File: config.mk
export PLATFORM = sky130hd
export DESIGN_NAME = shared_bus_arbiter_flat
export DESIGN_NICKNAME = d
export VERILOG_FILES = /design/src/rtl/shared_bus_arbiter_pkg.sv /design/src/rtl/shared_bus_arbiter_if.sv /design/src/rtl/shared_bus_arbiter_rr_pick.sv /design/src/rtl/shared_bus_arbiter.sv /design/src/flat_wrapper.sv
export SDC_FILE = /design/constraint.sdc
export NUM_CORES = 1
export LEC_CHECK = 0
export CAP_MARGIN = 20
export CORE_MARGIN = 2
export CORE_UTILIZATION = 58
export CTS_CLUSTER_DIAMETER = 200
export DETAILED_ROUTE_END_ITERATION = 8
export DONT_BUFFER_PORTS = 1
export MAX_ROUTING_LAYER = met4
export PLACE_DENSITY = 0.76
export SYNTH_ARGS = -nofsm -noshare
export SYNTH_HDL_FRONTEND = slang
export SYNTH_SLANG_ARGS = --single-unit
File: constraint.sdc
create_clock -name clk -period 3.4 [get_ports clk]
set_input_delay 0.68 -clock clk [delete_from_list [all_inputs] [get_ports clk]]
set_output_delay 0.68 -clock clk [all_outputs]
set_load 0.01 [all_outputs]
File: src/rtl/shared_bus_arbiter_pkg.sv
// Shared types and default constants for the round-robin bus arbiter.
package bus_arb_pkg;

  typedef enum logic {
    IDLE = 1'b0,
    BUSY = 1'b1
  } arb_state_t;

  localparam int BUS_DATA_W    = 12;
  localparam int BUS_NUM_SRC   = 4;
  localparam int BUS_IDLE_WORD = 0;

  // Owner index width; a single source still needs one bit.
  function automatic int idx_w(input int n);
    return (n > 1) ? $clog2(n) : 1;
  endfunction

endpackage

File: src/rtl/shared_bus_arbiter_if.sv
// Request, lock, data and registered bus signals shared by sources and arbiter.
interface shared_bus_arbiter_if
  import bus_arb_pkg::*;
#(
  parameter int NUM_SRC = BUS_NUM_SRC,
  parameter int DATA_W  = BUS_DATA_W
);

  logic [NUM_SRC-1:0]        req;
  logic [NUM_SRC-1:0]        lock;
  logic [NUM_SRC*DATA_W-1:0] src_data;
  logic [NUM_SRC-1:0]        grant;
  logic [idx_w(NUM_SRC)-1:0] bus_owner;
  logic                      bus_valid;
  logic [DATA_W-1:0]         bus_out;

  // Sources drive requests and data, and see the registered bus.
  modport master (
    output req, lock, src_data,
    input  grant, bus_owner, bus_valid, bus_out
  );

  // The arbiter consumes requests and drives the registered bus.
  modport slave (
    input  req, lock, src_data,
    output grant, bus_owner, bus_valid, bus_out
  );

endinterface

File: src/rtl/shared_bus_arbiter_rr_pick.sv
// Combinational round-robin picker: first requester after 'last', wrapping.
module rr_pick
  import bus_arb_pkg::*;
#(
  parameter int NUM_SRC = BUS_NUM_SRC,
  parameter int IDX_W   = idx_w(NUM_SRC)
) (
  input  logic [NUM_SRC-1:0] req,
  input  logic [IDX_W-1:0]   last,
  output logic [NUM_SRC-1:0] onehot,
  output logic [IDX_W-1:0]   idx,
  output logic               any_req
);

  // Two copies of req side by side let the scan run straight past the wrap.
  logic [2*NUM_SRC-1:0] dbl;

  assign dbl     = {req, req};
  assign any_req = |req;

  // Scan last+1 .. last+NUM_SRC and keep the first hit.
  always_comb begin
    // NOTE: every variable written here gets a default first so no latch is inferred.
    logic found;
    int   pos;
    onehot = '0;
    idx    = '0;
    found  = 1'b0;
    pos    = 0;
    for (int i = 1; i <= NUM_SRC; i++) begin
      if (!found && dbl[int'(last) + i]) begin
        found = 1'b1;
        pos   = int'(last) + i;
        if (pos >= NUM_SRC) pos = pos - NUM_SRC;
        onehot[pos] = 1'b1;
        idx         = IDX_W'(pos);
      end
    end
  end

endmodule

File: src/rtl/shared_bus_arbiter.sv
// Registered shared-bus multiplexer with round-robin arbitration and capped locked bursts.
module shared_bus_arbiter
  import bus_arb_pkg::*;
#(
  parameter int NUM_SRC   = BUS_NUM_SRC,
  parameter int DATA_W    = BUS_DATA_W,
  parameter int MAX_BURST = 4
) (
  input  logic                 clk,
  input  logic                 rst,
  shared_bus_arbiter_if.slave  bus
);

  localparam int IDX_W = idx_w(NUM_SRC);
  localparam int CNT_W = $clog2(MAX_BURST + 1);
  localparam logic [DATA_W-1:0] IDLE_WORD = DATA_W'(BUS_IDLE_WORD);

  arb_state_t         state, state_nxt;
  logic [NUM_SRC-1:0] grant, grant_nxt;
  logic [IDX_W-1:0]   owner, owner_nxt;
  logic               valid, valid_nxt;
  logic [DATA_W-1:0]  out_q, out_nxt;
  logic [CNT_W-1:0]   burst_cnt, cnt_nxt;
  logic [IDX_W-1:0]   last, last_nxt;

  logic [NUM_SRC-1:0] win_onehot;
  logic [IDX_W-1:0]   win_idx;
  logic               any_req;
  logic [DATA_W-1:0]  own_word, win_word;
  logic               hold;

  rr_pick #(.NUM_SRC(NUM_SRC), .IDX_W(IDX_W)) u_pick (
    .req     (bus.req),
    .last    (last),
    .onehot  (win_onehot),
    .idx     (win_idx),
    .any_req (any_req)
  );

  // One-hot data muxes for the current owner and the arbitration winner.
  always_comb begin
    own_word = '0;
    win_word = '0;
    for (int i = 0; i < NUM_SRC; i++) begin
      if (grant[i])      own_word = own_word | bus.src_data[i*DATA_W +: DATA_W];
      if (win_onehot[i]) win_word = win_word | bus.src_data[i*DATA_W +: DATA_W];
    end
  end

  // Owner keeps the bus only while requesting, locked and under the beat cap.
  assign hold = (|(grant & bus.req & bus.lock)) && (int'(burst_cnt) < MAX_BURST - 1);

  // Next-state, grant, data and pointer decisions.
  always_comb begin
    state_nxt = state;
    grant_nxt = grant;
    owner_nxt = owner;
    valid_nxt = valid;
    out_nxt   = out_q;
    cnt_nxt   = burst_cnt;
    last_nxt  = last;
    if (state == BUSY && hold) begin
      out_nxt = own_word;
      cnt_nxt = burst_cnt + CNT_W'(1);
    end else if (any_req) begin
      state_nxt = BUSY;
      grant_nxt = win_onehot;
      owner_nxt = win_idx;
      valid_nxt = 1'b1;
      out_nxt   = win_word;
      cnt_nxt   = '0;
      last_nxt  = win_idx;
    end else begin
      state_nxt = IDLE;
      grant_nxt = '0;
      valid_nxt = 1'b0;
      out_nxt   = IDLE_WORD;
    end
  end

  // State and output registers with asynchronous reset.
  always_ff @(posedge clk or posedge rst) begin
    // NOTE: non-blocking assignments so every flop samples pre-edge values.
    if (rst) begin
      state     <= IDLE;
      grant     <= '0;
      owner     <= '0;
      valid     <= 1'b0;
      out_q     <= IDLE_WORD;
      burst_cnt <= '0;
      last      <= IDX_W'(NUM_SRC - 1);
    end else begin
      state     <= state_nxt;
      grant     <= grant_nxt;
      owner     <= owner_nxt;
      valid     <= valid_nxt;
      out_q     <= out_nxt;
      burst_cnt <= cnt_nxt;
      last      <= last_nxt;
    end
  end

  assign bus.grant     = grant;
  assign bus.bus_owner = owner;
  assign bus.bus_valid = valid;
  assign bus.bus_out   = out_q;

endmodule

File: src/flat_wrapper.sv
// flat-port wrapper written by rule: the top's interface ports become plain ports
module shared_bus_arbiter_flat import bus_arb_pkg::*;
#(
  parameter int NUM_SRC   = BUS_NUM_SRC,
  parameter int DATA_W    = BUS_DATA_W,
  parameter int MAX_BURST = 4
)
  (clk, rst, bus_req, bus_lock, bus_src_data, bus_grant, bus_bus_owner, bus_bus_valid, bus_bus_out);
  shared_bus_arbiter_if #(.NUM_SRC(NUM_SRC), .DATA_W(DATA_W)) bus_i ();
  input  logic clk;
  input  logic rst;
  input wire logic [$bits(bus_i.req)-1:0] bus_req;
  input wire logic [$bits(bus_i.lock)-1:0] bus_lock;
  input wire logic [$bits(bus_i.src_data)-1:0] bus_src_data;
  output wire logic [$bits(bus_i.grant)-1:0] bus_grant;
  output wire logic [$bits(bus_i.bus_owner)-1:0] bus_bus_owner;
  output wire logic [$bits(bus_i.bus_valid)-1:0] bus_bus_valid;
  output wire logic [$bits(bus_i.bus_out)-1:0] bus_bus_out;
  assign bus_i.req = bus_req;
  assign bus_i.lock = bus_lock;
  assign bus_i.src_data = bus_src_data;
  assign bus_grant = bus_i.grant;
  assign bus_bus_owner = bus_i.bus_owner;
  assign bus_bus_valid = bus_i.bus_valid;
  assign bus_bus_out = bus_i.bus_out;
  shared_bus_arbiter #(.NUM_SRC(NUM_SRC), .DATA_W(DATA_W), .MAX_BURST(MAX_BURST)) u_core (.clk(clk), .rst(rst), .bus(bus_i));
endmodule
==> results of run 1 <==
==> cell families (layout without fill, tap and decap cells) <==
logic type	count (synthesis)	after routing
adder cells (fa/ha/maj)	8	8
AO/OA/AOI/OAI	94	94
multiplexers	15	15
AND/OR/NAND/NOR	50	50
buffers and inverters	41	32
flip-flops	24	24
==> cell usage after synthesis (all sizes together), types with 3 or more instances <==
| master | instances | area share, % |
|---|---|---|
| o21ai | 4 | 0.93 |
| mux2 | 3 | 1.6 |
| nor2 | 9 | 1.6 |
| inv | 19 | 3.3 |
| a22oi | 24 | 8.3 |
| a21o | 14 | 4.9 |
| a221o | 12 | 5.6 |
| mux2i | 9 | 4.2 |
| o221ai | 12 | 7.5 |
| o211ai | 3 | 1.3 |
| dfrtp | 22 | 26 |
| a21oi | 6 | 2.3 |
| nand3 | 16 | 3.7 |
| nand2 | 19 | 3.3 |
| clkbuf | 12 | 2.1 |
| buf | 9 | 3.8 |
| ha | 8 | 4.6 |
| mux4 | 3 | 3.1 |
==> stage by stage <==
step / std cells / util, % / hold slack (ps) / setup WS, ps / instance area [um2]
floorplan: 232 / - / 478.3 / 218.7 / 2158
global placement: 266 / 59.61 / 491.6 / 318.1 / 2150
detailed placement: 266 / 59.61 / 519.7 / 272.1 / 2150
CTS: 270 / 61.14 / 527.5 / 247.2 / 2205
global route: 271 / 61.90 / 171.9 / 16.55 / 2232
finish: 271 / 61.90 / 163.3 / 236.4 / 2232
==> where the power goes <==
group	internal, mW	switching (mW)	total [mW]	leakage [nW]
logic	0.708	0.857	1.57	0.624
registers	0.433	0.190	0.623	0.291
clock network	0.104	0.0995	0.203	0.0288
total	1.25	1.15	2.39	0.944
==> critical path: stages (launching register included) <==
cell	delay [ps]
dfstp_2	660
inv_1	170
ha_1	490
mux4_2	500
a211o_1	350
a221oi_2	280
o211ai_2	110
buf_4	210
o221ai_1	200
a221o_1	140
==> sequential cells by signal, summed over array words and instances (netlist names) <==
name / count
u_core.burst_cnt: 3
u_core.bus.bus_out: 12
u_core.bus.bus_owner: 2
u_core.bus.bus_valid: 1
u_core.bus.grant: 4
u_core.last: 2
==> final cells by class <==
class / count / area [um2] / share of cell area, %
Clock buffer: 4 / 55.05 / 2.466
Inverter: 20 / 76.32 / 3.419
Multi-Input combinational cell: 167 / 1358 / 60.82
Sequential cell: 24 / 603.1 / 27.02
Tap cell: 48 / 60.06 / 2.691
Timing Repair Buffer: 8 / 80.08 / 3.587
==> final timing paths <==
kind | startpoint | endpoint | slack, ps | depth (start not counted)
max in group asynchronous | rst | u_core.last[1]$_DFFE_PP1P_ | 2790 | 2
hold / removal | rst | u_core.bus.bus_out[3]$_DFF_PP0_ | 160 | 1
setup reg to reg | u_core.last[1]$_DFFE_PP1P_ | u_core.bus.bus_out[11]$_DFF_PP0_ | 240 | 9
min in group clk | u_core.burst_cnt[0]$_DFFE_PP0P_ | u_core.burst_cnt[0]$_DFFE_PP0P_ | 530 | 1
hold reg to reg | u_core.burst_cnt[0]$_DFFE_PP0P_ | u_core.burst_cnt[0]$_DFFE_PP0P_ | 530 | 1
setup / recovery | u_core.last[1]$_DFFE_PP1P_ | u_core.bus.bus_out[11]$_DFF_PP0_ | 240 | 9
==> layout by cell type, fill, tap and decap left out, types with 2 or more instances in the layout <==
master and count:
nand3_1 16, a221o_1 12, clkbuf_8 4, mux2_2 3
a21o_1 14, dfstp_2 2, a21oi_2 2, o221ai_2 9
mux2i_1 9, mux4_2 3, ha_1 8, and2_1 2
a31oi_1 2, nand2_1 19, o211ai_1 2, buf_4 7
o21ai_0 4, o22ai_1 2, a211o_1 2, nor2_1 9
inv_1 19, a221oi_2 2, a21oi_1 3, a22oi_1 24
o221ai_1 3, dfrtp_1 22
==> layer usage <==
| layer | up-vias | track usage [%] |
|---|---|---|
| met1 | 926 | 36.38 |
| met3 | 8 | 6.944 |
| met2 | 83 | 44.46 |
| li1 | 880 | - |
| met5 | - | - |
| met4 | 0 | 8.511 |
==> metrics.md, run 1 <==
| Metric | Value |
|---|---|
| Worst-case clock skew | 9.411 ps |
| Final GP Congestion | 0.9280 |
| Average size of a mapped cell | 9.303 um2 |
| CTS max path bufs | 2 |
| Chip Width | 65 um |
| Max IR drop VDD | 0.6803 mV |
| WL met3 | 437 um |
| Main flop type after synthesis | dfrtp_1 |
| Power density over the cells | 1071 nW/um2 |
| Leak Pwr | 0.9440 nW |
| Post-DR vias/cell | 7.000 |
| HPWL after DPL | 3.921 mm |
| Initial antenna violation count | 0 |
| Slew @ Worst Pin | 639.1 ps |
| Grt ovf | 0 |
| Mux cell area share after synthesis | 8.870% |
| Synthesized area | 2158 um2 |
| # rows | 22 |
| CP Launch Type | flip-flop |
| DIE AREA | 4225 um2 |
| DRC | 0 |
| Worst-Skew Late Latency | 280 ps |
| Initial DRC Count | 173 |
| Buffers on Ports | 0 |
| Drt total wl | 5.663 mm |
| Simple-gate area share of the yosys netlist | 10.32% |
| Total design power | 2.392 mW |
| Fill count | 283 |
| Vias in the first global route | 1934 |
| First-pass GRT wire length | 9.163 mm |
| DR vias | 1897 |
| CP arrival | 3390 ps |
| Adder-Cell Fraction of Synth Area | 4.638% |
| Worst Setup End Kind | flip-flop |
| Io pins | 77 |
| Fin crit share | 93.05% |
| Minimum clock period | 3164 ps |
| Layout area overhead | 3.420% |
| Hold buffers post-CTS | 0 |
| Fmax | 316.1 MHz |
| Total GRT Usage | 28.35% |
| # diodes | 0 |
| Post-synth EDFFs | 0 |
| Max_cap viols | 0 |
| Setup TNS | 0 ps |
| Synth Instances | 232 |
| CORE AREA | 3606 um2 |
| Net Count, Synth | 298 |
| CTS buffer count | 3 |
| Top Layer Used | met4 |
| Worst-path clk slew | 90 ps |
| Clk root buf | clkbuf_8 |
| Share of layout cells above drive strength 1 | 17.04% |
| CP max FO | 13 |
| Pin count of the biggest net entering global routing | 29 |
| Main combinational cell family by area after synthesis | compound AO/OA/AOI/OAI gates |
| Post_cts resized | 0 |
| Final hold vios | 0 |
| Status | complete, no violations |
| Setup-failing EPs final | 0 |
| FFs w/ async S/R, synth | 100.0% |
| CTS tree | built |
| Slew headroom | 57.39% |
| Post-synthesis sequential area ratio | 27.94% |
| Critical path class | reg2reg |
| RSZ-0062 raised after global routing | false |
| Synth Area in Compound Gates | 38.78% |
| Hold crit path type | in2async |
| Setup Buffers After CTS | 0 |
| WL met2 | 2.709 mm |
| H-tree Lvls | 1 |
| Met1 WL | 2.438 mm |
| Antenna Nets Post-Route | 0 |
| Drt wl/cell | 20.90 um |
| CTS sink cnt | 24 |
| Slew Limit Fails | 0 |
| Fin nets | 290 |
| Initial Utilization | 59.85% |
| Yosys cell types | 47 |
| Flops & latches, synth | 24 |
| Post-Synth XOR/XNOR Area | 0% |
| Yosys warning count | 0 |
| Initial DRT Pass Iterations | 4 |
| Worst path required time | 3620 ps |
| Die Y-Extent | 65 um |
Note: power is estimated with default switching activity, not from simulation.
==> run 2: changes to the inputs <==
- CORE_MARGIN: 2 -> 10
==> run 2 against run 1 <==
Compared with the run above:
- register-to-register slack worse by 40 ps
- power is 0.81% higher
- critical path depth is 1 lower
- sequential share of layout area is 0.34 points higher
- wire length is 9.3% higher
- global-route usage is 9.2 points lower
- non-clock buffer count is 1 lower
- critical endpoint unchanged
- largest cell class unchanged
- largest power group unchanged
- highest routed layer unchanged
==> metrics.md, run 2 (synthesis gave the netlist of run 1 again) <==
| Metric | Value |
|---|---|
| HPWL after DPL | 4.500 mm (+15%) |
| FF-to-FF End | u_core.bus.bus_out[11]$_DFF_PP0_ |
| Hold crit path type | in2async |
| Drt total wl | 6.188 mm (+9.3%) |
| Max IR drop VDD | 0.5250 mV (-23%) |
| Fill count | 337 (+19%) |
| Reg power frac | 27.6% (+1.5 points) |
| # rows | 22 (unchanged) |
| Slew headroom | 38.62% (-19 points) |
| Initial DRT Pass Iterations | 5 (+1) |
| CORE AREA | 3633 um2 (+0.76%) |
| Worst path required time | 3560 ps (-60 ps) |
| DRC | 0 (unchanged) |
| Final hold slack | 484.4 ps (+321.0 ps) |
| CTS sink cnt | 24 (unchanged) |
| Cell Area, Placed | 2150 um2 (unchanged) |
| Grt ovf | 0 (unchanged) |
| Switching share of total power | 48.31% (+0.37 points) |
| DIE AREA | 6561 um2 (+55%) |
| Buffers on Ports | 0 (unchanged) |
| Commonest non-fill, non-tap cell in the layout | a22oi_1 |
| Clock power frac | 8.4% (about the same) |
| CTS max path bufs | 2 (unchanged) |
| Max reg flops | 12 (unchanged) |
| Initial DRC Count | 218 (+26%) |
| Layout area overhead | 2.145% |
| CP Buf/Inv Count | 2 (unchanged) |
| Max_cap viols | 0 (unchanged) |
| H-tree Lvls | 1 (unchanged) |
| Final GP Congestion | 0.9385 (+1.1%) |
| Clk root buf | clkbuf_8 |
| CTS tree | built |
| RR Startpoint | u_core.last[1]$_DFFE_PP1P_ |
| Internal | 1.246 mW (about the same) |
| NetSw | 1.165 mW (+1.6%) |
| Antenna Nets Post-Route | 0 (unchanged) |
| Io pins | 77 (unchanged) |
| Fin nets | 289 (-0.34%) |
| Setup TNS | 0 ps (unchanged) |
| Final hold vios | 0 (unchanged) |
| Total design power | 2.411 mW (+0.81%) |
| CP Launch Type | flip-flop |
| Share of layout cells above drive strength 1 | 16.67% (-0.37 points) |
| Max stage delay cell, worst path | dfstp_2 |
| Post-DR vias/cell | 7.156 (+2.2%) |
| Commonest cells after routing, fill and taps aside | 24 x a22oi_1, 22 x dfrtp_1, 19 x inv_1, 19 x nand2_1, 16 x nand3_1 |
| CP cell instances | inv_1 > ha_1 > mux4_2 > clkinv_2 > a221oi_2 > o31a_2 > o221ai_1 > a221o_1 |
| Chip Width | 81 um (+25%) |
| Critical path class | reg2reg |
| Total GRT Usage | 19.16% (-9.2 points) |
| Leak Pwr | 0.9306 nW (-1.4%) |
| CP max FO | 13 (unchanged) |
| Crit-path leading delay family | compound AO/OA/AOI/OAI gates |
| Initial antenna violation count | 0 (unchanged) |
| DR vias | 1932 (+1.8%) |
| Post_cts resized | 0 (unchanged) |
| Slew @ Worst Pin | 919.7 ps (+280.5 ps) |
| Worst Setup End Kind | flip-flop |
| # diodes | 0 (unchanged) |
| Combinational share of power | 64.0% (-1.4 points) |
| CTS buffer count | 3 (unchanged) |
| Status | complete, no violations |
| Fin crit share | 94.09% (+1.0 points) |
| Fin area | 2205 um2 (-1.2%) |
| Power density over the cells | 1094 nW/um2 (+2.1%) |
| First-pass GRT wire length | 9.901 mm (+8.1%) |
| Setup-failing EPs final | 0 (unchanged) |
| Setup Buffers After CTS | 0 (unchanged) |
| Worst-Skew Late Latency | 280 ps (about the same) |
| Drt wl/cell | 22.92 um (+9.7%) |
| Depth of the most critical reg-to-reg path | 8 (-1) |
| Pin count of the biggest net entering global routing | 25 (-14%) |
| Minimum clock period | 3199 ps (+35.53 ps) |
| R2R Setup Slk | 200 ps (-40 ps) |
| Die Y-Extent | 81 um (+25%) |
| RSZ-0062 raised after global routing | false |
| Vias in the first global route | 1915 (-0.98%) |
| Fmax | 312.6 MHz (-1.1%) |
| Max stage delay on crit path | 680 ps (+20 ps) |
| CP arrival | 3360 ps (-30 ps) |
| Initial Utilization | 59.40% (-0.45 points) |
| Slew Limit Fails | 0 (unchanged) |
| Worst-case clock skew | 4.239 ps (-5.172 ps) |
| Worst-path clk slew | 90 ps (about the same) |
| Hold buffers post-CTS | 0 (unchanged) |
## run 2: how the worst max path moves through the flow
| stage | start | end | slack [ps] | cells after the start |
|---|---|---|---|---|
| global route | u_core.last[1]$_DFFE_PP1P_ | u_core.bus.bus_out[11]$_DFF_PP0_ | 30 | 8 |
| detailed placement | u_core.last[1]$_DFFE_PP1P_ | u_core.bus.bus_out[11]$_DFF_PP0_ | 250 | 8 |
| floorplan | u_core.last[0]$_DFFE_PP1P_ | u_core.bus.bus_out[2]$_DFF_PP0_ | 220 | 11 |
| global placement | u_core.last[1]$_DFFE_PP1P_ | u_core.bus.bus_out[11]$_DFF_PP0_ | 310 | 8 |
| CTS | u_core.last[1]$_DFFE_PP1P_ | u_core.bus.bus_out[11]$_DFF_PP0_ | 230 | 8 |
| finish | u_core.last[1]$_DFFE_PP1P_ | u_core.bus.bus_out[11]$_DFF_PP0_ | 200 | 8 |
## run 2: layout make-up
cell class              instances  area, um2  area share (%)
multi-input cells             167       1358           61.58
inverters                      20      76.32           3.462
clock buffers                   4      55.05           2.497
flip-flops and latches         24      603.1           27.36
repair buffers                  7      52.55           2.384
well taps                      48      60.06           2.724
## run 2: per-stage QoR
stage          setup slack (ps)  instances  util (%)
2_1_floorplan             218.7        232         -
3_3_place_gp              314.4        266     59.16
3_5_place_dp              247.1        266     59.16
4_1_cts                   230.9        270     60.67
5_1_grt                   34.27        270     60.67
6_report                  200.9        270     60.67
## run 2: per-layer routing
layer  global-route usage [%]  wire length [um]  vias up
met4                    3.287                28        0
met1                    23.70              2408      954
met2                    30.49              3035       97
li1                         -                 -      877
met5                        -                 0        -
met3                    5.850               716        4
## run 2: power by group through the flow
stage | sequential [mW] | combinational (mW) | clock, mW
CTS | 0.663 | 1.53 | 0.207
finish | 0.665 | 1.54 | 0.203
floorplan | 0.558 | 1.42 | 0
global route | 0.681 | 1.69 | 0.218
detailed placement | 0.668 | 1.53 | 0
global placement | 0.669 | 1.50 | 0
